File: config.mk
export PLATFORM = sky130hd
export DESIGN_NAME = hht_spmv_engine
export DESIGN_NICKNAME = d
export VERILOG_FILES = /design/src/rtl/hht_pkg.sv /design/src/rtl/hht_mac.sv /design/src/rtl/hht_spmv_engine.sv
export SDC_FILE = /design/constraint.sdc
export NUM_CORES = 2
export LEC_CHECK = 0
export BUFFER_PORTS_ARGS = -buffer_cell sky130_fd_sc_hd__buf_2
export CAP_MARGIN = 10
export CORE_ASPECT_RATIO = 0.6
export CORE_UTILIZATION = 50
export CTS_CLUSTER_SIZE = 30
export DETAILED_ROUTE_END_ITERATION = 6
export GPL_TIMING_DRIVEN = 0
export PLACE_DENSITY = 0.65
export RECOVER_POWER = 50
export SLEW_MARGIN = 10
export SYNTH_ARGS = -nofsm -noshare
export SYNTH_HDL_FRONTEND = slang
export SYNTH_SLANG_ARGS = --single-unit
File: constraint.sdc
create_clock -name Clk -period 9.31 [get_ports Clk]
set_input_delay 0.4655 -clock Clk [delete_from_list [all_inputs] [get_ports Clk]]
set_output_delay 0.4655 -clock Clk [all_outputs]
set_load 0.01 [all_outputs]
File: src/rtl/hht_pkg.sv
// Shared types and default parameters for the CSR sparse matrix-vector engine.
package hht_pkg;

   localparam int unsigned DW_DEF   = 32;
   localparam int unsigned AW_DEF   = 32;
   localparam int unsigned ACCW_DEF = 64;
   localparam int unsigned RW_DEF   = 16;

   typedef enum logic [2:0] {
      S_IDLE  = 3'd0,
      S_RPTR0 = 3'd1,
      S_RPTR  = 3'd2,
      S_FETCH = 3'd3,
      S_VEC   = 3'd4,
      S_EMIT  = 3'd5,
      S_DONE  = 3'd6
   } state_e;

endpackage

File: src/rtl/hht_mac.sv
// Unsigned multiply-accumulate: full-width product, wrap-around accumulation.
module hht_mac
   import hht_pkg::*;
#(
   parameter int unsigned DW   = DW_DEF,
   parameter int unsigned ACCW = ACCW_DEF
) (
   input  logic            Clk,
   input  logic            Rst,
   input  logic            clear,
   input  logic            enable,
   input  logic [DW-1:0]   a,
   input  logic [DW-1:0]   b,
   output logic [ACCW-1:0] acc
);

   localparam int unsigned PW = 2 * DW;

   logic [PW-1:0] prod;

   assign prod = PW'(a) * PW'(b);

   // clear wins over enable so a row restart never folds in a stale product
   always_ff @(posedge Clk or negedge Rst) begin
      if (!Rst)        acc <= '0;
      else if (clear)  acc <= '0;
      else if (enable) acc <= acc + ACCW'(prod);
   end

endmodule

File: src/rtl/hht_spmv_engine.sv
// CSR sparse matrix times dense vector; streams one result per row in ascending order.
module hht_spmv_engine
   import hht_pkg::*;
#(
   parameter int unsigned DW   = DW_DEF,
   parameter int unsigned AW   = AW_DEF,
   parameter int unsigned ACCW = ACCW_DEF,
   parameter int unsigned RW   = RW_DEF
) (
   input  logic            Clk,
   input  logic            Rst,
   input  logic            start,
   input  logic [AW-1:0]   row_base,
   input  logic [AW-1:0]   col_base,
   input  logic [AW-1:0]   val_base,
   input  logic [AW-1:0]   vec_base,
   input  logic [RW-1:0]   num_rows,
   output logic [AW-1:0]   addr1,
   input  logic [DW-1:0]   dataIn1,
   output logic [AW-1:0]   addr2,
   input  logic [DW-1:0]   dataIn2,
   output logic            busy,
   output logic            done,
   output logic            err,
   output logic            y_valid,
   input  logic            y_ready,
   output logic [RW-1:0]   y_row,
   output logic [ACCW-1:0] y_data
);

   state_e          state, state_nxt;
   logic [AW-1:0]   row_base_q, col_base_q, val_base_q, vec_base_q;
   logic [RW-1:0]   num_rows_q;
   logic [RW-1:0]   r;
   logic [DW-1:0]   cur_ptr, end_ptr, col_q, val_q;
   logic            mac_clear, mac_en;
   logic [ACCW-1:0] acc;

   always_ff @(posedge Clk or negedge Rst) begin
      if (!Rst) state <= S_IDLE;
      else      state <= state_nxt;
   end

   // Next state plus the same-cycle memory addresses and MAC controls
   always_comb begin
      state_nxt = state;
      addr1     = '0;
      addr2     = '0;
      mac_clear = 1'b0;
      mac_en    = 1'b0;
      case (state)
         S_IDLE:  if (start) state_nxt = S_RPTR0;
         S_RPTR0: begin
            addr1     = row_base_q;
            mac_clear = 1'b1;
            state_nxt = (num_rows_q == '0) ? S_DONE : S_RPTR;
         end
         S_RPTR: begin
            addr1 = row_base_q + AW'(r) + AW'(1);
            if (dataIn1 < cur_ptr)       state_nxt = S_DONE;
            else if (dataIn1 == cur_ptr) state_nxt = S_EMIT;
            else                         state_nxt = S_FETCH;
         end
         S_FETCH: begin
            addr1     = col_base_q + AW'(cur_ptr);
            addr2     = val_base_q + AW'(cur_ptr);
            state_nxt = S_VEC;
         end
         S_VEC: begin
            addr2     = vec_base_q + AW'(col_q);
            mac_en    = 1'b1;
            state_nxt = ((cur_ptr + DW'(1)) == end_ptr) ? S_EMIT : S_FETCH;
         end
         S_EMIT: begin
            if (y_ready) begin
               mac_clear = 1'b1;
               state_nxt = ((r + RW'(1)) == num_rows_q) ? S_DONE : S_RPTR;
            end
         end
         S_DONE:  state_nxt = S_IDLE;
         default: state_nxt = S_IDLE;
      endcase
   end

   always_ff @(posedge Clk or negedge Rst) begin
      if (!Rst) begin
         row_base_q <= '0;
         col_base_q <= '0;
         val_base_q <= '0;
         vec_base_q <= '0;
         num_rows_q <= '0;
         r          <= '0;
         cur_ptr    <= '0;
         end_ptr    <= '0;
         col_q      <= '0;
         val_q      <= '0;
         err        <= 1'b0;
         busy       <= 1'b0;
         done       <= 1'b0;
         y_valid    <= 1'b0;
      end else begin
         busy    <= (state_nxt != S_IDLE);
         done    <= (state_nxt == S_DONE);
         y_valid <= (state_nxt == S_EMIT);
         case (state)
            S_IDLE: begin
               if (start) begin
                  row_base_q <= row_base;
                  col_base_q <= col_base;
                  val_base_q <= val_base;
                  vec_base_q <= vec_base;
                  num_rows_q <= num_rows;
                  r          <= '0;
                  err        <= 1'b0;
               end
            end
            S_RPTR0: cur_ptr <= dataIn1;
            S_RPTR: begin
               end_ptr <= dataIn1;
               if (dataIn1 < cur_ptr) err <= 1'b1;
            end
            S_FETCH: begin
               col_q <= dataIn1;
               val_q <= dataIn2;
            end
            S_VEC:   cur_ptr <= cur_ptr + DW'(1);
            S_EMIT: begin
               if (y_ready) begin
                  r       <= r + RW'(1);
                  cur_ptr <= end_ptr;
               end
            end
            default: ;
         endcase
      end
   end

   hht_mac #(
      .DW   (DW),
      .ACCW (ACCW)
   ) u_mac (
      .Clk    (Clk),
      .Rst    (Rst),
      .clear  (mac_clear),
      .enable (mac_en),
      .a      (val_q),
      .b      (dataIn2),
      .acc    (acc)
   );

   assign y_row  = r;
   assign y_data = acc;

endmodule

==> summary.md <==
| Metric | Value |
|---|---|
| First-pass DRT Iterations | `6` |
| Pre-CTS setup slack | `-792.2 ps` |
| Most frequent cells in the layout | `inv_1, nand2_1, fa_1` |
| Setup violators final | `0` |
| Die Y | `approximately 260 um` |
| Worst Clk Skew | `between 30 and 40 ps` |
| Worst Path Max Fanout | `10` |
| Port Buffers | `359` |
| First-pass GRT wire length | `~330000 um` |
| Hold Vio Cnt, Final | `0` |
| Ys async rst share | `100.0%` |
| Crit-path most repeated cell | `fa_1` |
| CTS Sinks | `about 360` |
| Yosys top cell area share | `between 30 and 40%` |
| Area delta synth->final | `9.284%` |
| Synthesis-stage register bit count | `around 360` |
| Period minus WS final | `roughly 9000 ps` |
| FF-to-FF setup slack | `roughly 250 ps` |
| Failing checks | `capacitance limit, slew limit` |
| TritonCTS clock tree | `yes` |
| Seq/Total Area, Yosys | `between 10% and 20%` |
| Synth area leaders | `fa_1, dfrtp_1, ha_1` |
| Worst-Margin Slew | `roughly 4300 ps` |
| Number of fillers in the final layout | `between 10000 and 15000` |
| Via density | `5.865` |
| Initial Util | `between 50 and 60%` |
| Routed Antenna Nets | `0` |
| Distinct cells, synth | `just over 80` |
| # nets final | `around 8500` |
| Non-filler cells, final | `between 8000 and 9000` |
| Critical path type | `flop to flop` |
| Initial DRC count | `6096` |
| Worst Hold Launch | `row_base[26]` |
| Final-report max-slew violation count | `368` |
| RSZ-0062 raised after global routing | `false` |
| Max-Cap Viols | `5` |
| Yosys top cell by area | `fa_1` |
| Largest net degree at the start of global routing | `100` |
| Post-DP HPWL | `~190000 um` |
| Worst-Skew Late Latency | `approximately 640 ps` |
| Area after DPL | `a little over 60000 sq um` |
| Clock-pin slew on the worst setup and hold paths | `70 ps` |
| Die X | `440.1 um` |
| Num rows | `between 90 and 100` |
| Worst Slack Setup Final | `247.6 ps` |
| CP startpoint | `val_q[12]` |
| WL per Instance | `26.84 um` |
| Inst Count DP | `around 8400` |
| CTS Buf Count | `slightly above 40` |
| Congestion Overflow GR | `0` |
| RR Endpoint | `u_mac.acc[61]` |
| Post-Syn Area | `approximately 58000 sq um` |
| Synth warnings | `0` |
| Die area | `about 120000 sq um` |
| Post-CTS setup buffer count | `0` |
| Commonest non-fill, non-tap cell in the layout | `inv_1` |
| GRT Resource Usage Total | `between 30% and 40%` |
| Hold Path Class | `input port to flop` |
| Outcome | `finished, violations left` |
| I/O Pins | `360` |
| CP endpoint | `u_mac.acc[61]` |
| Crit. End Element | `flop` |
| R2R cell count | `25` |
| CTS max path bufs | `3` |
| GP Congestion | `roughly 1.0` |
| Vias in the first global route | `48080` |
| Share of layout cells above drive strength 1 | `8.380%` |
| Slew margin rel. | `-189.8%` |
| Slowest-stage cell, CP | `clkbuf_1` |
| CTS Root Cell | `clkbuf_16` |
| Core area | `about 110000 sq um` |
| CP required | `roughly 9900 ps` |
| Post-synth EDFFs | `0` |
| Final wirelength | `227900 um` |
| Initial antenna violation count | `27` |
| Mapped Nets | `roughly 8100` |
| Syn_area_per_cell | `slightly below 9 sq um` |
| Worst R2R Start | `val_q[12]` |
| H-tree depth | `2` |
| Post-layout instance area | `~63000 sq um` |
| DRC viols | `0` |
| Main synth FF type | `dfrtp_1` |
| Worst stage delay on the critical path | `around 790 ps` |
| Max Freq | `about 110 MHz` |
| Tcrit/Tclk final | `97.34%` |
| Fin util | `a little under three fifths` |
| WP data arrival | `around 9600 ps` |
| Mapped Cells | `6504` |
| Via count | `around 50000` |
| Worst setup SP type | `flop` |
==> worst min-delay path by stage <==
stage,end,slack [ps],cells after the start
2_1_floorplan,busy,170,0
3_3_place_gp,col_q[29],460,2
3_5_place_dp,num_rows_q[0],350,1
4_1_cts,row_base_q[26],10,3
5_1_grt,row_base_q[26],40,3
6_report,row_base_q[26],40,3
==> worst max-delay path: cells and delay by family, from the launching register on <==
family,cells,cell delay [ps]
AOI/OAI and AO/OA,5,1700
buffers and inverters,6,1400
adders and majority gates,9,4200
and+or+nand+nor,5,1040
DFF,1,620
==> synthesized netlist by cell type (68+ instances only) <==
master / n
nor2_1: 185
a21o_1: 68
dfrtp_1: 359
o21ai_0: 240
xnor2_1: 131
and2_1: 464
fa_1: 963
nand2_1: 1079
xor2_1: 100
mux2_2: 140
clkbuf_1: 316
inv_1: 1150
a21oi_1: 219
nand3_1: 74
ha_1: 386
==> routing by layer <==
metal  part of all wire [%]  vias up  track usage, %  wire length, um
li1                       -    21200               -                -
met5                  0.017        -               0               38
met3                     15      327           16.21            35050
met1                     44    25280           61.50           101400
met4                    2.9        6           9.713             6701
met2                     37     2987           49.28            84690
==> flip-flops by register name, summed over array words and instances (netlist names), 32 cells and up <==
signal / cells
vec_base_q: 32
row_base_q: 32
u_mac.acc: 64
end_ptr: 32
val_base_q: 32
val_q: 32
col_base_q: 32
cur_ptr: 32
col_q: 32
==> area by class of cell <==
class                   count  area (sq um)  area share (%)
plain buffers             338          1344           2.136
clock inverters            20         275.3          0.4375
clock buffers              53          1161           1.845
inverters                1150          4317           6.860
repair buffers            368          1784           2.836
flip-flops and latches    359          8986           14.28
well taps                1519          1901           3.021
multi-input cells        4657         43090           68.48
diodes                     26         65.06          0.1034
==> what timing repair did <==
action	4_1_cts	5_1_grt
hold endpoints to repair	33	0
hold buffers	1	0
endpoints found under the setup margin	20	19
gates resized for setup	20	68
==> logic make-up after synthesis <==
kind of cell	after synthesis	synth area share (%)
mux	156	3.016
fa+ha+maj	1350	41.89
compound gates	856	9.358
buf+inv	1488	9.718
flops	359	15.60
xor+xnor	231	3.514
simple gates	2064	16.90
==> stage by stage <==
step / TNS, ps / hold WS (ps)
floorplan: 0 / 169.9
global placement: -21190 / 462.2
detailed placement: -5605 / 353.3
CTS: 0 / 13.93
global route: 0 / 36.21
finish: 0 / 42.99
Power is not shown: default switching activity piles up to over one toggle a cycle in this logic, so the estimate is an artifact.
